--- config.mk ---
export PLATFORM = sky130hd
export DESIGN_NAME = fetch_stage_flat
export DESIGN_NICKNAME = d
export VERILOG_FILES = /design/src/rtl/fetch_stage_if.sv /design/src/rtl/fetch_stage.sv /design/src/flat_wrapper.sv
export SDC_FILE = /design/constraint.sdc
export NUM_CORES = 1
export LEC_CHECK = 0
export BUFFER_PORTS_ARGS = -buffer_cell sky130_fd_sc_hd__buf_2
export CAP_MARGIN = 20
export CORE_ASPECT_RATIO = 0.5
export CORE_MARGIN = 1
export CORE_UTILIZATION = 50
export CTS_CLUSTER_SIZE = 24
export DETAILED_ROUTE_END_ITERATION = 12
export PLACE_DENSITY_LB_ADDON = 0.2
export SLEW_MARGIN = 10
export SYNTH_ARGS = -nofsm -noshare
export SYNTH_HDL_FRONTEND = slang
export SYNTH_SLANG_ARGS = --single-unit
--- constraint.sdc ---
create_clock -name clk -period 4.9 [get_ports clk]
set_clock_uncertainty 0.1 [all_clocks]
set_input_delay 0.98 -clock clk [delete_from_list [all_inputs] [get_ports clk]]
set_output_delay 0.98 -clock clk [all_outputs]
set_load 0.01 [all_outputs]
--- src/rtl/fetch_stage_if.sv ---
// rtl/fetch_stage_if.sv - instruction memory request/response bus
interface fetch_stage_if;
  logic        imem_req;
  logic [31:0] imem_addr;
  logic        imem_rvalid;
  logic [31:0] imem_rdata;

  // fetch stage side
  modport master (
    output imem_req,
    output imem_addr,
    input  imem_rvalid,
    input  imem_rdata
  );

  // instruction memory side
  modport slave (
    input  imem_req,
    input  imem_addr,
    output imem_rvalid,
    output imem_rdata
  );
endinterface

--- src/rtl/fetch_stage.sv ---
// rtl/fetch_stage.sv - IF stage: PC, one-outstanding imem fetch FSM, hold buffer, IF/ID register
module fetch_stage #(
  parameter logic [31:0] RESET_PC  = 32'h00000000,
  parameter logic [31:0] NOP_INSTR = 32'h00000013
) (
  input  logic                 clk,
  input  logic                 rst,
  input  logic                 StallF,
  input  logic                 StallD,
  input  logic                 FlushD,
  input  logic                 PCSrcE,
  input  logic [31:0]          PCTargetE,
  fetch_stage_if.master        imem,
  output logic [31:0]          InstrD,
  output logic [31:0]          PCD,
  output logic [31:0]          PCPlus4D,
  output logic                 ValidD
);

  typedef enum logic [1:0] {S_IDLE, S_WAIT, S_DROP} state_t;

  state_t      state_q, state_d;
  logic [31:0] pcf_q, pcf_d;
  logic        hold_vld_q, hold_vld_d;
  logic [31:0] hold_instr_q, hold_instr_d;
  logic [31:0] hold_pc_q, hold_pc_d;
  logic [31:0] if_instr_q, if_instr_d;
  logic [31:0] if_pc_q, if_pc_d;
  logic [31:0] if_pcp4_q, if_pcp4_d;
  logic        if_valid_q, if_valid_d;

  logic        req;
  logic        resp_live;
  logic        hold_use;
  logic [31:0] redirect_pc;

  // While WAITing, PCF still equals the address in flight, so it doubles as the fetch PC.
  assign redirect_pc    = PCTargetE & ~32'h3;
  assign imem.imem_req  = req;
  assign imem.imem_addr = pcf_q;
  assign InstrD         = if_instr_q;
  assign PCD            = if_pc_q;
  assign PCPlus4D       = if_pcp4_q;
  assign ValidD         = if_valid_q;

  // Next-state for fetch FSM, PC, hold buffer and IF/ID register
  always_comb begin
    state_d      = state_q;
    pcf_d        = pcf_q;
    hold_vld_d   = hold_vld_q;
    hold_instr_d = hold_instr_q;
    hold_pc_d    = hold_pc_q;
    if_instr_d   = if_instr_q;
    if_pc_d      = if_pc_q;
    if_pcp4_d    = if_pcp4_q;
    if_valid_d   = if_valid_q;
    req          = 1'b0;
    resp_live    = 1'b0;

    case (state_q)
      S_IDLE: begin
        // a redirect wins over issuing; stray rvalid here is ignored
        if (PCSrcE) begin
          pcf_d = redirect_pc;
        end else if (!StallF && !hold_vld_q && !rst) begin
          req     = 1'b1;
          state_d = S_WAIT;
        end
      end
      S_WAIT: begin
        if (PCSrcE) begin
          pcf_d   = redirect_pc;
          state_d = imem.imem_rvalid ? S_IDLE : S_DROP;
        end else if (imem.imem_rvalid) begin
          pcf_d     = pcf_q + 32'd4;
          state_d   = S_IDLE;
          resp_live = 1'b1;
        end
      end
      S_DROP: begin
        // the in-flight response belongs to the abandoned path
        if (PCSrcE) pcf_d = redirect_pc;
        if (imem.imem_rvalid) state_d = S_IDLE;
      end
      default: state_d = S_IDLE;
    endcase

    // a parked instruction is wrong-path once a redirect is seen
    hold_use = hold_vld_q && !PCSrcE;

    if (FlushD) begin
      if_instr_d = NOP_INSTR;
      if_pc_d    = 32'd0;
      if_pcp4_d  = 32'd0;
      if_valid_d = 1'b0;
    end else if (StallD) begin
      if_valid_d = if_valid_q;
    end else if (hold_use) begin
      if_instr_d = hold_instr_q;
      if_pc_d    = hold_pc_q;
      if_pcp4_d  = hold_pc_q + 32'd4;
      if_valid_d = 1'b1;
      hold_vld_d = 1'b0;
    end else if (resp_live) begin
      if_instr_d = imem.imem_rdata;
      if_pc_d    = pcf_q;
      if_pcp4_d  = pcf_q + 32'd4;
      if_valid_d = 1'b1;
    end else begin
      if_instr_d = NOP_INSTR;
      if_pc_d    = 32'd0;
      if_pcp4_d  = 32'd0;
      if_valid_d = 1'b0;
    end

    // park a response that IF/ID cannot take this cycle
    if (resp_live && (FlushD || StallD)) begin
      hold_vld_d   = 1'b1;
      hold_instr_d = imem.imem_rdata;
      hold_pc_d    = pcf_q;
    end

    if (PCSrcE) hold_vld_d = 1'b0;
  end

  // State registers with synchronous reset
  always_ff @(posedge clk) begin
    if (rst) begin
      state_q      <= S_IDLE;
      pcf_q        <= RESET_PC & ~32'h3;
      hold_vld_q   <= 1'b0;
      hold_instr_q <= 32'd0;
      hold_pc_q    <= 32'd0;
      if_instr_q   <= NOP_INSTR;
      if_pc_q      <= 32'd0;
      if_pcp4_q    <= 32'd0;
      if_valid_q   <= 1'b0;
    end else begin
      state_q      <= state_d;
      pcf_q        <= pcf_d;
      hold_vld_q   <= hold_vld_d;
      hold_instr_q <= hold_instr_d;
      hold_pc_q    <= hold_pc_d;
      if_instr_q   <= if_instr_d;
      if_pc_q      <= if_pc_d;
      if_pcp4_q    <= if_pcp4_d;
      if_valid_q   <= if_valid_d;
    end
  end

endmodule

--- src/flat_wrapper.sv ---
// flat-port wrapper written by rule: the top's interface ports become plain ports
module fetch_stage_flat 
#(
  parameter logic [31:0] RESET_PC  = 32'h00000000,
  parameter logic [31:0] NOP_INSTR = 32'h00000013
)
  (clk, rst, StallF, StallD, FlushD, PCSrcE, PCTargetE, InstrD, PCD, PCPlus4D, ValidD, imem_imem_req, imem_imem_addr, imem_imem_rvalid, imem_imem_rdata);
  fetch_stage_if imem_i ();
  input  logic clk;
  input  logic rst;
  input  logic StallF;
  input  logic StallD;
  input  logic FlushD;
  input  logic PCSrcE;
  input  logic [31:0] PCTargetE;
  output logic [31:0] InstrD;
  output logic [31:0] PCD;
  output logic [31:0] PCPlus4D;
  output logic ValidD;
  output wire logic [$bits(imem_i.imem_req)-1:0] imem_imem_req;
  output wire logic [$bits(imem_i.imem_addr)-1:0] imem_imem_addr;
  input wire logic [$bits(imem_i.imem_rvalid)-1:0] imem_imem_rvalid;
  input wire logic [$bits(imem_i.imem_rdata)-1:0] imem_imem_rdata;
  assign imem_imem_req = imem_i.imem_req;
  assign imem_imem_addr = imem_i.imem_addr;
  assign imem_i.imem_rvalid = imem_imem_rvalid;
  assign imem_i.imem_rdata = imem_imem_rdata;
  fetch_stage #(.RESET_PC(RESET_PC), .NOP_INSTR(NOP_INSTR)) u_core (.clk(clk), .rst(rst), .StallF(StallF), .StallD(StallD), .FlushD(FlushD), .PCSrcE(PCSrcE), .PCTargetE(PCTargetE), .imem(imem_i), .InstrD(InstrD), .PCD(PCD), .PCPlus4D(PCPlus4D), .ValidD(ValidD));
endmodule
==> results.cfg, run 1 <==
[job]
drv_cap = 0

[synth]
synth.ff_latch_count = 188
synthMostInstantiatedCell = sky130_fd_sc_hd__dfxtp_1
syn_area_per_cell_um2 = 7.69
number_of_synthesized_flops_with_an_enable_pin = 0
synthDominantAreaCellType = sky130_fd_sc_hd__dfxtp_1
post_synth_instance_area_um2 = 9180
postSynth.topFlopCell = sky130_fd_sc_hd__dfxtp_1
ys_warn_count = 0
ys_top_cells_by_count = sky130_fd_sc_hd__dfxtp_1 (188), sky130_fd_sc_hd__nand2_1 (173), sky130_fd_sc_hd__nor2_1 (111)
postSynthCellCount = 1194
synthDistinctLibCells = 62
synth_seq_area_share = 0.410
synth_largest_type_area_fraction = 0.410
post_synth_main_area_contributors = sky130_fd_sc_hd__dfxtp_1 (41%), sky130_fd_sc_hd__nand2_1 (7.1%), sky130_fd_sc_hd__a221oi_1 (6.6%), sky130_fd_sc_hd__a21oi_1 (5.9%), sky130_fd_sc_hd__nor3_1 (4.9%)
async_reset_ff_frac = 0

[die]
start_util = 0.520
vert_die_dim_um = 97.8
io_pins = 201
core.rowCount = 34
core_region_area_um2 = 17700
die_x_um = 194
fp.dieArea_um2 = 18900

[cts]
clock-sinks = 188
clk-insertion-delay-late_ns = 0.44
tritoncts = done
clock_slew_at_reported_path_ffs_ns = 0.07
h-tree-depth = 4
cts_hold_buf = 0
tritoncts.num_buffers = 17
post-cts-setup-buffer-count = 0
clock-root-buffer = sky130_fd_sc_hd__clkbuf_16
ctsResizeCount = 0
cts_buffer_depth = 2

[critical_path]
worst_path_most_repeated_cell = sky130_fd_sc_hd__buf_2
worst-r2r-cell-count = 5
critical_path.n_buffers_inverters = 2
reg2reg_from = u_core.imem.imem_addr[2]
crit_path_max_incr_delay_ns = 0.39
critPathSlowestCell = sky130_fd_sc_hd__buf_2
timing.setup.critical_path_class = input port to output pin
wp_data_required_ns = 3.82
cp.arrival_ns = 2.24
path_cells = buf_2 -> nor2_1 -> nand2_1 -> nor3_1 -> buf_2
worstSetupEndpointType = output pin
reg2reg_slack_ns = 2.04
worst_r2r_endpoint = u_core.PCPlus4D[19]
path_max_fanout = 47
startpoint_type = input port
worst_setup_path_startpoint = rst
largest_delay_share_family_worst_path = simple AND/OR/NAND/NOR gates

[placement]
globalplace.congestion = 0.903
placedCellCount = 1507
place.port_buffers = 192
hpwl_um = 19000

[power]
power_frac_clock = 0.420
vdd.ir_drop.worst_mv = 0.279
power_per_cell_area_nw_per_um2 = 315
power_frac_comb = 0.094
switching_share = 0.267
p_int_mw = 2.46
power_leakage_nw = 4.11
power_switching_mw = 0.896
power.sequential.fraction = 0.487

[sta]
maxClockFrequency_mhz = 301
report.final.slew_viol_count = 0
total_negative_slack_for_setup_checks_ns = 0
worst_slew_margin_rel = 0.217
setup_viol = 0
grt_setup_unrepaired = false
final_hold_violating_endpoints = 0
period_needed_ns = 3.32
worst_slew_pin_slew_ns = 1.17
fin_crit_sh = 0.678

[grt]
grt_first_pass_wirelength_um = 46300
first_global_vias = 8828
global_route_usage_over_all_layers = 0.304
antenna_found_initial = 0
grt_total_ovfl = 0
pin_count_of_the_biggest_net_entering_global_routing = 73

[final_layout]
area_growth_pct = 16.2
design.final.nets = 1366
final-instance-count-excl-fill = 1541
final_layout_size_suffix_gt1_frac = 0.197
post-route-util = 0.604

[routing]
total_drc_errors_in_the_routed_layout = 0
viasPerCell = 6.26
route.vias.total = 9644
drtPass1Iterations = 6
detail_route.iter0.violations = 942
drt_antenna_net_count = 0
routed_wl_um = 29000
routedWlPerCell_um = 18.8

[worst_hold_path]
hold_path_class = flip-flop to flip-flop
hold_path_end = u_core.hold_instr_q[26]
hold_start = u_core.hold_instr_q[26]
hold_depth = 2

[run_status]
status = finished, final reports clean
## power groups by stage
| stage | Sequential [mW] | Combinational, mW | Clock [mW] |
|---|---|---|---|
| after global placement | 1.67 | 0.305 | 0 |
| after global routing | 1.64 | 0.344 | 1.49 |
| after floorplan | 1.65 | 0.205 | 0 |
| after CTS | 1.63 | 0.312 | 1.42 |
| final | 1.64 | 0.314 | 1.41 |
| after detailed placement | 1.67 | 0.310 | 0 |
## flip-flops by register name (all words and copies together), names as in the netlist
register / cells
u_core.InstrD: 32
u_core.hold_instr_q: 32
u_core.PCD: 30
u_core.PCPlus4D: 30
u_core.hold_pc_q: 30
u_core.imem.imem_addr: 30
u_core.state_q: 2
u_core.ValidD: 1
u_core.hold_vld_q: 1
## area by class of cell
type | count | area, um^2
fillers | 1633 | 6980
clock inverters | 13 | 141
clock buffers | 19 | 443
repair buffers | 210 | 1120
multi-input cells | 866 | 4870
well taps | 234 | 293
flip-flops and latches | 188 | 3760
inverters | 10 | 37.5
diodes | 1 | 2.50
## stage by stage
| step | worst slack, ns | power, mW | hold WS, ns | instance area, um^2 |
|---|---|---|---|---|
| after floorplan | 2.17 | 1.85 | 0.336 | 9200 |
| after global placement | 1.54 | 1.97 | 0.341 | 10100 |
| after detailed placement | 1.51 | 1.98 | 0.350 | 10100 |
| after CTS | 1.59 | 3.36 | 0.360 | 10600 |
| after global routing | 1.55 | 3.47 | 0.374 | 10700 |
| final | 1.58 | 3.36 | 0.360 | 10700 |
## cells in the final DEF, fill, tap and decap left out, types with 20 or more instances in the layout
master,netlist,layout
sky130_fd_sc_hd__nor2_1,111,111
sky130_fd_sc_hd__a221oi_1,69,69
sky130_fd_sc_hd__nand3_1,22,22
sky130_fd_sc_hd__a21oi_1,109,108
sky130_fd_sc_hd__o21ai_0,58,58
sky130_fd_sc_hd__nand4_1,20,20
sky130_fd_sc_hd__buf_2,21,191
sky130_fd_sc_hd__nor3_1,89,89
sky130_fd_sc_hd__dfxtp_1,188,188
sky130_fd_sc_hd__nand2_1,173,173
## layer usage
metal	vias up	GRT usage	part of all wire
met5	-	0	0
met4	0	0.118	0.024
met3	59	0.0698	0.098
met2	483	0.485	0.46
met1	4589	0.402	0.42
li1	4513	-	-
## kinds of logic (layout without fill, tap and decap cells)
logic type | after synthesis | in the layout | share of synthesized area
AO/OA/AOI/OAI | 336 | 336 | 0.243
multiplexers | 2 | 2 | 0.00218
flip-flops | 188 | 188 | 0.410
AND/OR/NAND/NOR | 494 | 494 | 0.251
XOR/XNOR | 26 | 26 | 0.0248
adder cells (fa/ha/maj) | 2 | 2 | 0.00273
other | 1 | 7 | 0.000408
buffers and inverters | 145 | 252 | 0.0662
## worst register-to-register path, delay by kind of cell (launching register included)
family,cells,cell delay (ns)
DFF,1,0.58
AOI/OAI and AO/OA,3,0.82
and+or+nand+nor,2,1.25
## worst max-delay path by stage
stage / end / depth (start not counted)
4_1_cts: imem_imem_req / 5
3_5_place_dp: u_core.InstrD[24] / 4
6_report: imem_imem_req / 5
3_3_place_gp: u_core.PCD[10] / 4
5_1_grt: imem_imem_req / 5
2_1_floorplan: imem_imem_req / 4
Power figures use the tool's default switching activity.
==> inputs of run 2 (changes only) <==
--- a/config.mk
+++ b/config.mk
@@ -9,7 +9,7 @@
 export CAP_MARGIN = 20
 export CORE_ASPECT_RATIO = 0.5
 export CORE_MARGIN = 1
-export CORE_UTILIZATION = 50
+export CORE_UTILIZATION = 49
 export CTS_CLUSTER_SIZE = 24
 export DETAILED_ROUTE_END_ITERATION = 12
 export PLACE_DENSITY_LB_ADDON = 0.2
==> constraint.sdc (replaced) <==
create_clock -name clk -period 3.01 [get_ports clk]
set_clock_uncertainty 0.1 [all_clocks]
set_input_delay 0.602 -clock clk [delete_from_list [all_inputs] [get_ports clk]]
set_output_delay 0.602 -clock clk [all_outputs]
set_load 0.01 [all_outputs]
==> run 2 against run 1 <==
  * Worst setup slack worse by 1.3 ns
  * Core utilization is 0.40 points higher
  * Count of clock-buffer cells in the layout is 1 higher
  * Worst hold slack worse by 0.078 ns
  * Register-to-register slack worse by 1.7 ns
  * Combinational power is 76% higher
  * Critical path type is now flip-flop to flip-flop
  * Largest cell class unchanged
  * Highest routed layer unchanged
==> results.cfg, run 2 (synthesized netlist as in run 1, its figures left out) <==
[run_status]
status = finished, final reports clean

[grt]
pin_count_of_the_biggest_net_entering_global_routing = 80
grt_total_ovfl = 0
antenna_found_initial = 0
first_global_vias = 8889
grt_first_pass_wirelength_um = 47300
global_route_usage_over_all_layers = 0.306

[routing]
routedWlPerCell_um = 19.1
wl_met1_um = 12900
detailroute.wirelength.met3_um = 2760
detail_route.iter0.violations = 776
viasPerCell = 6.21
routed_wl_um = 29700
route.vias.total = 9669
top_layer_used = met4
drtPass1Iterations = 6
drt_antenna_net_count = 0
route.met2.wl_um = 13400
total_drc_errors_in_the_routed_layout = 0

[sta]
worst_slew_pin_slew_ns = 0.947
worst_slew_margin_rel = 0.366
setup_viol = 0
report.final.slew_viol_count = 0
maxClockFrequency_mhz = 368
total_negative_slack_for_setup_checks_ns = 0
fin_crit_sh = 0.902
final_hold_violating_endpoints = 0
period_needed_ns = 2.71
hold_slack_ns = 0.282
grt_setup_unrepaired = false

[critical_path]
worst_r2r_endpoint = u_core.PCPlus4D[22]
timing.setup.critical_path_class = flip-flop to flip-flop
wp_data_required_ns = 3.27
reg2reg_from = u_core.imem.imem_addr[2]
worst-r2r-cell-count = 7
worst_setup_path_startpoint = u_core.imem.imem_addr[2]
path_cells = ha_1 -> nand3_1 -> nor4_1 -> buf_4 -> nand4_1 -> or3_1 -> a41oi_1
critPathSlowestCell = sky130_fd_sc_hd__dfxtp_1
startpoint_type = flip-flop
reg2reg_slack_ns = 0.30
cp.arrival_ns = 2.97
setup.worst_path.end = u_core.PCPlus4D[22]
path_max_fanout = 8
worstSetupEndpointType = flip-flop
crit_path_max_incr_delay_ns = 0.60

[cts]
clock-sinks = 188
cts_buffer_depth = 2
clock-root-buffer = sky130_fd_sc_hd__clkbuf_16
post-cts-setup-buffer-count = 0
tritoncts = done
tritoncts.num_buffers = 17
h-tree-depth = 4
ctsResizeCount = 0
cts_hold_buf = 0
clk-insertion-delay-late_ns = 0.44
clock_slew_at_reported_path_ffs_ns = 0.07

[die]
fp.dieArea_um2 = 19300
vert_die_dim_um = 98.8
io_pins = 201
die_x_um = 196
core_region_area_um2 = 17800
start_util = 0.515
core.rowCount = 34

[power]
power_per_cell_area_nw_per_um2 = 508
vdd.ir_drop.worst_mv = 0.398
power_leakage_nw = 4.21
power_mw = 5.51

[final_layout]
post-route-util = 0.608
final_layout_size_suffix_gt1_frac = 0.208
final_cell_mix = sky130_fd_sc_hd__buf_2 (191), sky130_fd_sc_hd__dfxtp_1 (188), sky130_fd_sc_hd__nand2_1 (173), sky130_fd_sc_hd__nor2_1 (111), sky130_fd_sc_hd__a21oi_1 (108)
area_growth_pct = 18.1
antenna_cells_inserted = 0
design.final.nets = 1385
most_frequent_standard_cell_in_the_layout_excluding_fill_and_tap_cells = sky130_fd_sc_hd__buf_2
postLayoutCellArea_um2 = 10800

[worst_hold_path]
hold_start = imem_imem_rvalid
hold_path_class = input port to flip-flop

[placement]
hpwl_um = 19800
place.port_buffers = 192
globalplace.congestion = 0.927
post_dp_cell_area_um2 = 10300

[job]
drv_cap = 0
-- run 2: changes by cell type in the layout (fill, tap and decap cells not counted) --
cell                         delta
sky130_fd_sc_hd__buf_12         +2
sky130_fd_sc_hd__clkinv_4       +1
sky130_fd_sc_hd__clkinv_2       -4
sky130_fd_sc_hd__inv_6          -1
sky130_fd_sc_hd__clkinvlp_4     +2
sky130_fd_sc_hd__clkbuf_8       +1
sky130_fd_sc_hd__diode_2        -1
sky130_fd_sc_hd__buf_4         +17
-- run 2: per-stage QoR --
step                instances  worst slack (ns)
floorplan                1199             0.667
global placement         1527             0.447
finish                   1558             0.295
global route             1558             0.183
CTS                      1558             0.355
detailed placement       1527             0.391
-- run 2: how the worst min path moves through the flow --
| stage | to | slack, ns | depth (start not counted) |
|---|---|---|---|
| global route | u_core.state_q[1] | 0.28 | 2 |
| CTS | u_core.state_q[1] | 0.27 | 2 |
| global placement | u_core.hold_instr_q[27] | 0.34 | 2 |
| floorplan | u_core.hold_instr_q[10] | 0.34 | 2 |
| finish | u_core.state_q[1] | 0.28 | 2 |
| detailed placement | u_core.hold_instr_q[13] | 0.35 | 2 |
-- run 2: area by class of cell --
| class | instances | area [um^2] |
|---|---|---|
| sequential | 188 | 3760 |
| multi-input combinational | 866 | 4870 |
| clock inverter | 11 | 136 |
| inverter | 10 | 37.5 |
| tap | 234 | 293 |
| fill | 1681 | 6980 |
| clock buffer | 20 | 457 |
| timing repair buffer | 229 | 1290 |
-- run 2: worst max-delay path: cells and delay by family (launching register included) --
family                   cells  cell delay, ns
AO/OA/AOI/OAI                1            0.21
adder cells (fa/ha/maj)      1            0.35
buffers and inverters        1            0.22
flip-flops                   1            0.60
AND/OR/NAND/NOR              4            1.15
-- run 2: metal layers --
layer  track usage  vias up
met3        0.0712       63
met5             0        -
met1         0.413     4643
li1              -     4539
met2         0.485      424
met4         0.102        0
-- run 2: power breakdown --
group	leakage, nW	switching, mW	internal (mW)
Clock	0.277	1.04	1.28
Combinational	2.40	0.337	0.216
Sequential	1.53	0.0900	2.56
